## src/rtl/bsg_tag_trace_sequencer.sv

```systemverilog
// Trace sequencer: replays a boot-ROM program that bit-serialises bsg_tag frames onto
// masked tag lines, with timed/event waits and a single-level repeat loop.
module bsg_tag_trace_sequencer #(
  parameter int num_masters_p       = 2,
  parameter int num_clients_p       = 32,
  parameter int max_payload_width_p = 10,
  parameter int num_events_p        = 4,
  parameter int rom_addr_width_p    = 8,
  localparam int client_width_lp    = (num_clients_p > 1) ? $clog2(num_clients_p) : 1,
  localparam int len_width_lp       = (max_payload_width_p + 1 > 1) ? $clog2(max_payload_width_p + 1) : 1,
  localparam int event_width_lp     = (num_events_p > 1) ? $clog2(num_events_p) : 1,
  localparam int rom_data_width_lp  = 4 + num_masters_p + client_width_lp + 1 + len_width_lp + max_payload_width_p
) (
  input  logic                         clk_i,
  input  logic                         reset_n_i,
  input  logic                         en_i,
  output logic [rom_addr_width_p-1:0]  rom_addr_o,
  input  logic [rom_data_width_lp-1:0] rom_data_i,
  input  logic [num_events_p-1:0]      events_i,
  output logic [num_masters_p-1:0]     tag_data_o,
  output logic                         busy_o,
  output logic                         done_o,
  output logic                         error_o
);

  localparam int frame_width_lp   = 2 + client_width_lp + len_width_lp + max_payload_width_p;
  localparam int bit_cnt_width_lp = $clog2(frame_width_lp);

  localparam logic [3:0] op_nop        = 4'd0;
  localparam logic [3:0] op_send       = 4'd1;
  localparam logic [3:0] op_wait_cyc   = 4'd2;
  localparam logic [3:0] op_wait_evt   = 4'd3;
  localparam logic [3:0] op_loop_start = 4'd4;
  localparam logic [3:0] op_loop_end   = 4'd5;
  localparam logic [3:0] op_finish     = 4'd6;

  typedef enum logic [2:0] {
    s_fetch, s_shift, s_wait_cyc, s_wait_evt, s_done, s_error
  } state_e;

  logic [3:0]                     op_f;
  logic [num_masters_p-1:0]       mask_f;
  logic [client_width_lp-1:0]     client_f;
  logic                           dnr_f;
  logic [len_width_lp-1:0]        len_f;
  logic [max_payload_width_p-1:0] payload_f;

  assign op_f      = rom_data_i[rom_data_width_lp-1 -: 4];
  assign mask_f    = rom_data_i[rom_data_width_lp-5 -: num_masters_p];
  assign client_f  = rom_data_i[max_payload_width_p+len_width_lp+1 +: client_width_lp];
  assign dnr_f     = rom_data_i[max_payload_width_p+len_width_lp];
  assign len_f     = rom_data_i[max_payload_width_p +: len_width_lp];
  assign payload_f = rom_data_i[0 +: max_payload_width_p];

  // Frame laid out in transmit order, bit 0 first on the wire.
  logic [frame_width_lp-1:0] frame_bits;
  assign frame_bits[0] = 1'b1;
  assign frame_bits[client_width_lp+1] = dnr_f;

  genvar gi;
  generate
    for (gi = 0; gi < client_width_lp; gi++) begin : g_client
      assign frame_bits[1+gi] = client_f[client_width_lp-1-gi];
    end
    for (gi = 0; gi < len_width_lp; gi++) begin : g_len
      assign frame_bits[client_width_lp+2+gi] = len_f[len_width_lp-1-gi];
    end
    for (gi = 0; gi < max_payload_width_p; gi++) begin : g_payload
      assign frame_bits[client_width_lp+2+len_width_lp+gi] = payload_f[gi];
    end
  endgenerate

  state_e                         state_reg;
  logic [rom_addr_width_p-1:0]    pc_reg;
  logic [num_masters_p-1:0]       mask_reg;
  logic [frame_width_lp-1:0]      frame_reg;
  logic [bit_cnt_width_lp-1:0]    bits_left_reg;
  logic [max_payload_width_p-1:0] cnt_reg;
  logic [event_width_lp-1:0]      evt_idx_reg;
  logic [max_payload_width_p-1:0] loop_cnt_reg;
  logic [rom_addr_width_p-1:0]    loop_addr_reg;
  logic                           loop_active_reg;
  logic                           pc_last;

  assign rom_addr_o = pc_reg;
  assign pc_last    = &pc_reg;

  task automatic go_error();
    state_reg <= s_error;
    error_o   <= 1'b1;
    busy_o    <= 1'b0;
  endtask

  // The pc never wraps; stepping past the last address is fatal.
  task automatic advance_pc();
    if (pc_last) go_error();
    else pc_reg <= pc_reg + rom_addr_width_p'(1);
  endtask

  always_ff @(posedge clk_i or negedge reset_n_i) begin
    if (!reset_n_i) begin
      state_reg       <= s_fetch;
      pc_reg          <= '0;
      tag_data_o      <= '0;
      busy_o          <= 1'b1;
      done_o          <= 1'b0;
      error_o         <= 1'b0;
      mask_reg        <= '0;
      frame_reg       <= '0;
      bits_left_reg   <= '0;
      cnt_reg         <= '0;
      evt_idx_reg     <= '0;
      loop_cnt_reg    <= '0;
      loop_addr_reg   <= '0;
      loop_active_reg <= 1'b0;
    end else begin
      tag_data_o <= '0;
      case (state_reg)
        s_fetch: if (en_i) begin
          case (op_f)
            op_nop: advance_pc();
            op_send: begin
              if (int'(len_f) > max_payload_width_p) go_error();
              else begin
                mask_reg      <= mask_f;
                frame_reg     <= frame_bits >> 1;
                tag_data_o    <= mask_f & {num_masters_p{frame_bits[0]}};
                bits_left_reg <= bit_cnt_width_lp'(1 + client_width_lp + len_width_lp)
                               + bit_cnt_width_lp'(len_f);
                state_reg     <= s_shift;
              end
            end
            op_wait_cyc: begin
              if (payload_f == '0) advance_pc();
              else begin
                cnt_reg   <= payload_f;
                state_reg <= s_wait_cyc;
              end
            end
            op_wait_evt: begin
              if (int'(payload_f) >= num_events_p) go_error();
              else begin
                evt_idx_reg <= payload_f[event_width_lp-1:0];
                state_reg   <= s_wait_evt;
              end
            end
            op_loop_start: begin
              if (loop_active_reg || pc_last) go_error();
              else begin
                loop_cnt_reg    <= payload_f;
                loop_addr_reg   <= pc_reg + rom_addr_width_p'(1);
                loop_active_reg <= 1'b1;
                pc_reg          <= pc_reg + rom_addr_width_p'(1);
              end
            end
            op_loop_end: begin
              if (!loop_active_reg) go_error();
              else if (loop_cnt_reg > max_payload_width_p'(1)) begin
                loop_cnt_reg <= loop_cnt_reg - max_payload_width_p'(1);
                pc_reg       <= loop_addr_reg;
              end else begin
                loop_active_reg <= 1'b0;
                advance_pc();
              end
            end
            op_finish: begin
              state_reg <= s_done;
              done_o    <= 1'b1;
              busy_o    <= 1'b0;
            end
            default: go_error();
          endcase
        end
        s_shift: begin
          if (bits_left_reg == '0) begin
            state_reg <= s_fetch;
            advance_pc();
          end else begin
            tag_data_o    <= mask_reg & {num_masters_p{frame_reg[0]}};
            frame_reg     <= frame_reg >> 1;
            bits_left_reg <= bits_left_reg - bit_cnt_width_lp'(1);
          end
        end
        s_wait_cyc: begin
          if (cnt_reg == max_payload_width_p'(1)) begin
            state_reg <= s_fetch;
            advance_pc();
          end else begin
            cnt_reg <= cnt_reg - max_payload_width_p'(1);
          end
        end
        s_wait_evt: begin
          if (events_i[evt_idx_reg]) begin
            state_reg <= s_fetch;
            advance_pc();
          end
        end
        default: ;
      endcase
    end
  end

endmodule

```

## config.mk

```make
export PLATFORM = sky130hd
export DESIGN_NAME = bsg_tag_trace_sequencer
export DESIGN_NICKNAME = d
export VERILOG_FILES = /design/src/rtl/bsg_tag_trace_sequencer.sv
export SDC_FILE = /design/constraint.sdc
export NUM_CORES = 1
export LEC_CHECK = 0
export BUFFER_PORTS_ARGS = -buffer_cell sky130_fd_sc_hd__buf_2
export CORE_ASPECT_RATIO = 1.75
export CORE_MARGIN = 3
export CORE_UTILIZATION = 25
export CTS_BUF_LIST = sky130_fd_sc_hd__clkbuf_16
export CTS_CLUSTER_DIAMETER = 40
export DETAILED_ROUTE_END_ITERATION = 10
export PLACE_DENSITY = 0.5
export RECOVER_POWER = 50
export SLEW_MARGIN = 15
export SYNTH_ARGS = -nofsm -noshare
export SYNTH_HDL_FRONTEND = slang
export SYNTH_SLANG_ARGS = --single-unit
```

## constraint.sdc

```tcl
create_clock -name clk_i -period 5.2 [get_ports clk_i]
set_input_delay 0.26 -clock clk_i [delete_from_list [all_inputs] [get_ports clk_i]]
set_output_delay 0.26 -clock clk_i [all_outputs]
set_load 0.1 [all_outputs]
```

==> impl_metrics.toml <==
[floorplan]
rows = 62
die_area_mm2 = 0.01877
die_w_um = 104.9
initial_core_util_pct = 25.76
die_h_um = 179.0
io_pins = 46
core_mm2 = 0.01660

[clock_network]
cts-root-buf = "clkbuf_16"
postCtsSetupRepairBufs = 0
cts_buffer_depth = 2
clkSlewWorstSetupHoldPaths_ns = 0.07
cts_buffers = 9
cts_tree = "yes"
cts_resized = 0
clk-insertion-delay-late_ns = 0.34
ctsHoldBuffers = 0
cts_htree_levels = 3
cts_num_sinks = 74

[routing]
wl_met2_mm = 6.073
vias = 3610
wl_met1_mm = 4.455
dr.pass1.iters = 4
met3_wirelength_um = 361
antenna_left = 0
drt_iter0_markers = 211
viasPerCell = 4.918
wirelength_mm = 11.29
wl_per_cell_um = 15.37
routed.top_layer = "met4"
drc_errors = 0

[logic_synthesis]
synth_top_area_cell = "dfrtp_1"
syn_avg_cell_area_um2 = 9.061
synthFlopType = "dfrtp_1"
async_flop_share_pct = 100.0
ys_ff_latch = 74
yosysUniqueCellTypes = 69
synth_edf_count = 0
yosys_warnings = 0
synth_nets = 513
synth_top_cell_area_share_pct = 42.72
ys_seq_area_share_pct = 43.33
synthTopCellsByArea = "dfrtp_1 43%, o21ai_0 6.8%, mux2i_1 5.4%"
synth_area_mm2 = 0.004277
synthCells = 472

[power]
p_per_area_mw_per_mm2 = 472.3
p_leak_nw = 2.199
total_power_mw = 2.358
ir_drop_mv = 0.2128

[placement]
dpl.cell_count = 718
routabilityCongestion = 0.8640
portBuffers = 45
preCtsSetupSlack_ns = 2.311
hpwl_mm = 8.312
place_area_mm2 = 0.004688

[worst_setup_path]
critPathKind = "flip-flop to flip-flop"
r2r_start = "state_reg[0]"
reg2reg_to = "loop_cnt_reg[8]"
critPathArrivalTime_ns = 3.07
cp-endpoint = "loop_cnt_reg[8]"
critPathLaunch = "state_reg[0]"
r2r_setup_slack_ns = 2.33
required_ns = 5.40
critical_path.max_fanout = 20
critPathLaunchType = "flip-flop"
r2r_cells = 6
setup.worst_path.end_class = "flip-flop"

[global_routing]
antenna_found_initial = 0
grt_pass1_wl_mm = 18.43
overflow = 0
track_usage_pct = 12.35
grt_max_degree = 75
grt_pass1_vias = 3669

[layout]
mostFrequentLayoutCells = "73 x dfrtp_1, 58 x nand2_1, 58 x o21ai_0"
area_delta_synth_final_pct = 16.76
fin_util_pct = 30.08
fillers = 1781
drive_above_1_share_pct = 16.86
final_common_cell = "dfrtp_1"
instances_no_fill = 734
postLayoutCellArea_mm2 = 0.004994
largest_register_ffs = 20
nNetsFinal = 546
antenna_cells = 0

[sta]
finalCritPeriodShare_pct = 55.19
fin_skew_ns = 0.008732
worstMarginPinSlew_ns = 1.185
setup-tns-final_ns = 0
slew-limit-headroom_pct = 21.32
whs_ns = 0.06720
setup_ws_ns = 2.330
rsz0062_at_grt = "no"
max_freq_mhz = 348.4
min_period_ns = 2.870
setup-violations-final = 0
final_hold_viol_count = 0
slew_viol_final = 0

[run_status]
status = "complete, no violations"

[worst_hold_path]
hold_class = "input pin to asynchronous set/reset pin"

[flow_run]
drv_cap = 0
## cells by family (layout without fill, tap and decap cells)
| group | Yosys count | after routing | synth area share [%] |
|---|---|---|---|
| simple gates | 174 | 174 | 20.71 |
| compound gates | 144 | 144 | 21.30 |
| fa+ha+maj | 8 | 8 | 2.341 |
| flops | 74 | 74 | 43.33 |
| mux | 28 | 28 | 6.963 |
| buf+inv | 37 | 75 | 3.920 |
| xor+xnor | 7 | 7 | 1.434 |
## critical path, cell delays in order (launching register included)
cell	delay, ns
dfrtp_1	0.52
nor3_1	0.40
and2_1	0.38
nand3_1	0.49
and2_1	0.52
o21bai_1	0.25
o2bb2ai_1	0.15
## per-layer routing
| layer | global-route usage, % | up-vias |
|---|---|---|
| met5 | 0 | - |
| met4 | 7.553 | 0 |
| met3 | 1.982 | 25 |
| met2 | 22.99 | 57 |
| met1 | 12.89 | 1735 |
| li1 | - | 1793 |
## how the worst min path moves through the flow
stage	from	to	slack (ns)	cells after the start
floorplan	reset_n_i	bits_left_reg[0]	-0.04	0
global placement	error_o	error_o	0.45	1
detailed placement	error_o	error_o	0.46	1
CTS	reset_n_i	cnt_reg[6]	0.12	1
global route	reset_n_i	cnt_reg[6]	0.16	1
finish	reset_n_i	cnt_reg[6]	0.07	1
## synthesized netlist by cell type (4+ instances only)
cell      instances
nor2_1           31
o22a_1            4
nor4_1            4
mux2_2            4
a31oi_1           8
nand3_1          10
clkbuf_1         21
dfrtp_1          73
nand4_1           7
o211a_1           5
and3_1            8
o21ai_0          58
nor2b_1           5
mux2i_1          23
a22oi_1           7
inv_1            10
nor3_1           17
a21oi_1          27
nand2_1          58
and2_1            4
ha_1              8
xnor2_1           7
or3_1             7
a211oi_1          4
## report_power, final
group	switching, mW	internal [mW]	total [mW]
sequential	0.176	0.756	0.932
combinational	0.496	0.275	0.770
clock	0.274	0.382	0.656
## area by class of cell
cell class | instances | area [µm²] | area share, %
well taps | 224 | 280.3 | 5.613
flip-flops and latches | 74 | 1853 | 37.11
multi-input cells | 361 | 2260 | 45.25
clock buffers | 9 | 225.2 | 4.510
repair buffers | 49 | 251.5 | 5.036
clock inverters | 7 | 86.33 | 1.729
inverters | 10 | 37.54 | 0.7517
Power figures use the tool's default switching activity.
